$ cat src/rtl/lut_config_loader.sv
// Streams CONFIG_WIDTH-bit beats into a MEM_SIZE-bit word and commits it to a LUT
// with a one-cycle comb_set strobe; the committed word is double-buffered.
module lut_config_loader #(
   parameter int unsigned INPUTS       = 4,
   parameter int unsigned MEM_SIZE     = 2**INPUTS,
   parameter int unsigned CONFIG_WIDTH = 1
) (
   input  logic                    clk,
   input  logic                    rst,
   input  logic                    cfg_valid,
   input  logic [CONFIG_WIDTH-1:0] cfg_data,
   output logic                    cfg_ready,
   output logic [MEM_SIZE-1:0]     config_out,
   output logic                    comb_set,
   output logic                    done,
   output logic                    loaded
);

   localparam int unsigned BEATS = MEM_SIZE / CONFIG_WIDTH;
   localparam int unsigned CNT_W = (BEATS > 1) ? $clog2(BEATS) : 1;

   typedef enum logic [1:0] {
      LOAD   = 2'd0,
      COMMIT = 2'd1,
      SETTLE = 2'd2
   } state_t;

   state_t              state, state_nxt;
   logic [CNT_W-1:0]    cnt, cnt_nxt;
   logic [MEM_SIZE-1:0] shift, shift_nxt;
   logic [MEM_SIZE-1:0] config_nxt;
   logic [MEM_SIZE-1:0] word_c;
   logic                ready_nxt, comb_set_nxt, done_nxt, loaded_nxt;

   // Shift the new beat into the LSBs; earlier beats move toward the MSBs.
   assign word_c = MEM_SIZE'({shift, cfg_data});

   // State and registered outputs.
   always_ff @(posedge clk) begin
      if (rst) begin
         state      <= LOAD;
         cnt        <= '0;
         shift      <= '0;
         config_out <= '0;
         cfg_ready  <= 1'b1;
         comb_set   <= 1'b0;
         done       <= 1'b0;
         loaded     <= 1'b0;
      end else begin
         state      <= state_nxt;
         cnt        <= cnt_nxt;
         shift      <= shift_nxt;
         config_out <= config_nxt;
         cfg_ready  <= ready_nxt;
         comb_set   <= comb_set_nxt;
         done       <= done_nxt;
         loaded     <= loaded_nxt;
      end
   end

   // Next state; outputs are decoded from the next state so they stay registered.
   always_comb begin
      state_nxt  = state;
      cnt_nxt    = cnt;
      shift_nxt  = shift;
      config_nxt = config_out;

      unique case (state)
         LOAD: begin
            if (cfg_valid) begin
               shift_nxt = word_c;
               if (cnt == CNT_W'(BEATS - 1)) begin
                  cnt_nxt    = '0;
                  config_nxt = word_c;
                  state_nxt  = COMMIT;
               end else begin
                  cnt_nxt = cnt + CNT_W'(1);
               end
            end
         end
         COMMIT:  state_nxt = SETTLE;
         SETTLE:  state_nxt = LOAD;
         default: state_nxt = LOAD;
      endcase

      ready_nxt    = (state_nxt == LOAD);
      comb_set_nxt = (state_nxt == COMMIT);
      done_nxt     = (state_nxt == SETTLE);
      loaded_nxt   = loaded | (state_nxt == SETTLE);
   end

endmodule

$ cat config.mk
export PLATFORM = sky130hd
export DESIGN_NAME = lut_config_loader
export DESIGN_NICKNAME = d
export VERILOG_FILES = /design/src/rtl/lut_config_loader.sv
export SDC_FILE = /design/constraint.sdc
export NUM_CORES = 1
export LEC_CHECK = 0
export ABC_AREA = 1
export CAP_MARGIN = 5
export CORE_ASPECT_RATIO = 2
export CORE_MARGIN = 4
export CORE_UTILIZATION = 55
export DETAILED_ROUTE_END_ITERATION = 16
export PLACE_DENSITY_LB_ADDON = 0.1
export SETUP_SLACK_MARGIN = 0.1
export SLEW_MARGIN = 25
export SYNTH_ARGS = -nofsm -noshare
export SYNTH_HDL_FRONTEND = slang
export SYNTH_SLANG_ARGS = --single-unit
$ cat constraint.sdc
create_clock -name clk -period 3.8 [get_ports clk]
set_clock_uncertainty 0.05 [all_clocks]
set_input_delay 0.76 -clock clk [delete_from_list [all_inputs] [get_ports clk]]
set_output_delay 0.76 -clock clk [all_outputs]
set_load 0.01 [all_outputs]
Word level (Yosys, flattened, before mapping)
Index checks and enable logic that the tools add are counted.

cells by class
  bitwise operators = 1
  eq/ne operators = 4
  multiplexer cells = 4
  $add $sub $neg = 1
  reduce and logical (&&, ||, !) cells = 4

operators with widths
  kind                                            count
  adder 4 x 1 -> 4 bit (second input constant)    1
  == test 2 x 1 -> 1 bit (second input constant)  2
  == test 4 bit (second input constant)           1
  logical NOT 2 bit                               2
  two-way mux 2 bit                               2
  two-way mux 4 bit                               1
  case mux 2 bit (2 select lines)                 1
  AND reduction 3 bit                             1
  == test 2 bit (second input constant)           1
  AND reduction 2 bit                             1
  OR 1 bit                                        1

storage, ports and cells
  register bits = 41
  output and inout port bits = 20
  bits of input ports = 4

Depth between registers and ports, before layout
  depth in word-level cells = 6
  depth in mapped cells = 8
  mapped depth without buffers = 6

Worst setup path before layout
No wires, ideal clock.

  path type = input to register
  start point = in cfg_valid
  end point = reg config_out[10]
  cell stages on the path = 7
  setup slack = 2.290 ns
  library setup time = 0.112 ns
  arrival = 1.348 ns
  buffers on the path = 2
  data required time = 3.638 ns
  cell sequence = nand2_2 > buf_6 > nor2_8 > nor2_4 > buf_6 > nand2_1 > nand2_1

on the way
  longest elaborated chain between the ends = 1

RTL lines
  element                        RTL line  text
  from (decl)                    10        input logic cfg_valid,
  AND reduction 3 bit (no line)  -
  to (signal assigned)           53        config_out <= config_nxt;
  to (decl)                      13        output logic [MEM_SIZE-1:0] config_out,

Every way passes these cells.
A chain may end at the register's enable or synchronous reset.

==> flow_summary.json <==
{
  "grt_max_degree": 35,
  "hold_path_depth": 2,
  "yosys.area.top_type_share": 0.5575,
  "yosys-top-cells-count": "dfxtp_1 (40), nand2_1 (39), nor2_1 (38)",
  "min_path_type": "flop to flop",
  "io_pins": 24,
  "core_area_mm2": 0.002537,
  "fmax_mhz": 461.8,
  "critical_path_buf_inv_count": 2,
  "via_per_inst": 4.978,
  "tns_ps": 0,
  "irDropWorstVdd_v": 0.0003323,
  "crit_type": "input pin to flop",
  "syn_avg_cell_area_um2": 8.208,
  "synth.yosys.warnings": 0,
  "rows": 26,
  "cp-start-kind": "input pin",
  "required_ps": 3980,
  "nNetsFinal": 202,
  "leakage_nw": 0.7673,
  "cp_slowest_cell": "inv_1",
  "syn-cell-area_mm2": 0.001436,
  "vias": 1125,
  "tightestPinTransition_ps": 845.1,
  "cts_tree": "built",
  "wl_per_cell_um": 10.98,
  "htreeDepth": 2,
  "port-buffer-count": 23,
  "power_density_mw_per_mm2": 431.8,
  "final-seq-area_um2": 800.8,
  "syn_inst": 175,
  "cp_max_fo": 34,
  "finalHoldViolCount": 0,
  "die_w_um": 44.14,
  "crit_family": "buffers and inverters",
  "ant_nets": 0,
  "numCtsBuffers": 5,
  "ys_types": 18,
  "setup_viol": 0,
  "crit_path_max_incr_delay_ps": 690,
  "p_sw_w": 0.0001747,
  "period_minus_slack_ps": 2166,
  "period_share": 0.5699,
  "ctsHoldBuffers": 0,
  "clockRootBuffer": "clkbuf_8",
  "gp_congestion": 0.7075,
  "drtIter0Drc": 18,
  "p_int_w": 0.0005725,
  "crit_cells": 4,
  "final_area_mm2": 0.001730,
  "post-route-drc-count": 0,
  "cts_buffer_depth": 2,
  "cts.sinks": 40,
  "clkTransAtPathRegs_ps": 80,
  "synth_edf_count": 0,
  "seqPwrFrac": 0.590,
  "grt_overflow": 0,
  "cts_resized": 0,
  "yosysMostFrequentCell": "dfxtp_1",
  "seq_area_frac_synth": 0.5575,
  "yosysTopAreaCell": "dfxtp_1",
  "clock_latency_ps": 290,
  "dieArea_mm2": 0.003543,
  "crit_chain": "clkdlybuf4s50_1 > inv_1 > o21ai_0 > nor2_1",
  "p_total_w": 0.0007471,
  "grt_setup_unrepaired": "false",
  "diodes": 0,
  "initial_utilization": 0.5661,
  "async_flop_share": 0,
  "track_usage": 0.1653,
  "die_h_um": 80.27,
  "max-slew-margin-rel": 0.4360,
  "comb_power_share": 0.050,
  "maxCapViolCount": 0,
  "cts_setup_buffers": 0,
  "crit_arrival_ps": 2340,
  "antenna_found_initial": 0,
  "num-fill-cells": 216,
  "outcome": "complete, no violations",
  "swShare": 0.2338,
  "syn_nets": 180,
  "multiInputGateArea_um2": 561.8,
  "ff2ff_path_depth": 6,
  "dp_hpwl_um": 1761,
  "drv_slew": 0,
  "synthTopCellsByArea": "dfxtp_1 (56%), nand2_1 (10%), nor2_1 (9.9%)",
  "clkPwrFrac": 0.360,
  "ys_dominant_reg_cell": "dfxtp_1",
  "drive_above_1_share": 0.06566,
  "dr.pass1.iters": 4,
  "grt_pass1_vias": 1076,
  "routed_wl_um": 2482,
  "placed_cell_area_mm2": 0.001643,
  "syn_to_final_growth_pct": 20.47,
  "synth_seq_cells": 40,
  "grt_pass1_wl_um": 4374,
  "cp-end-kind": "flop"
}
## metrics by stage
stage                 util  std cells  hold WS [ps]  setup WS [ps]
floorplan                -        175         397.5           2290
global placement    0.6474        218         378.0           1396
detailed placement  0.6474        218         383.5           1325
CTS                 0.6820        226         399.8           1612
global route        0.6820        226         415.0           1423
finish              0.6820        226         396.7           1634
## registers in the layout, indices dropped and copies added (netlist names)
name and count:
cfg_ready 1, cnt 4, comb_set 1, config_out 16, done 1, loaded 1, shift 15, state 1
## layout by cell type (no fill, tap or decap), drive strengths merged
cell type	Yosys	layout
nor2	42	42
dfxtp	40	40
nand2	40	40
clkdlybuf4s50	0	23
nand3	19	19
o21ai	17	17
clkbuf	2	5
inv	4	4
clkinv	0	3
xor2	2	2
o21bai	1	1
a21oi	1	1
ha	1	1
## final timing paths
path | from | to | slack (ps)
worst max register to register | cnt[0]$_SDFFE_PP0P_ | cfg_ready$_SDFF_PP1_ | 2290
worst min register to register | config_out[13]$_SDFFE_PP0P_ | config_out[13]$_SDFFE_PP0P_ | 400
worst min-delay path | config_out[13]$_SDFFE_PP0P_ | config_out[13]$_SDFFE_PP0P_ | 400
worst max-delay path | rst | shift[7]$_SDFFE_PP0P_ | 1630
## worst register-to-register path: stages, from the launching register on
cell and delay (ps):
dfxtp_1 370, ha_1 200, nand3_1 180, nor2_8 300
inv_1 110, nor2_1 130, nor2_1 50
## kinds of logic after synthesis
kind of cell,share of synthesized area
and+or+nand+nor,0.3023
DFF,0.5575
AOI/OAI and AO/OA,0.06794
buffers and inverters,0.05139
xor gates and xnor gates,0.01220
adders and majority gates,0.008709
## final cells by class
type	instances	area share
Inverter	4	0.008677
Sequential cell	40	0.4628
Clock buffer	5	0.03977
Clock inverter	3	0.01085
Tap cell	28	0.02025
Multi-Input combinational cell	123	0.3247
Timing Repair Buffer	23	0.1330
## power groups by stage
stage	registers (W)	logic, W	clock network [W]
final	0.000441	0.0000376	0.000269
after global routing	0.000442	0.0000444	0.000294
after CTS	0.000441	0.0000383	0.000277
after detailed placement	0.000450	0.0000382	0
after global placement	0.000450	0.0000365	0
after floorplan	0.000448	0.0000320	0
## layer usage
metal  wire (um)  vias up  part of all wire  global-route usage
met2        1322       19              0.53              0.2909
met5           0        -                 0                   0
met4          61        0             0.025             0.09063
li1            -      600                 -                   -
met3         112        6             0.045             0.04709
met1         985      500              0.40              0.1662
(Power assumes the default switching activity.)
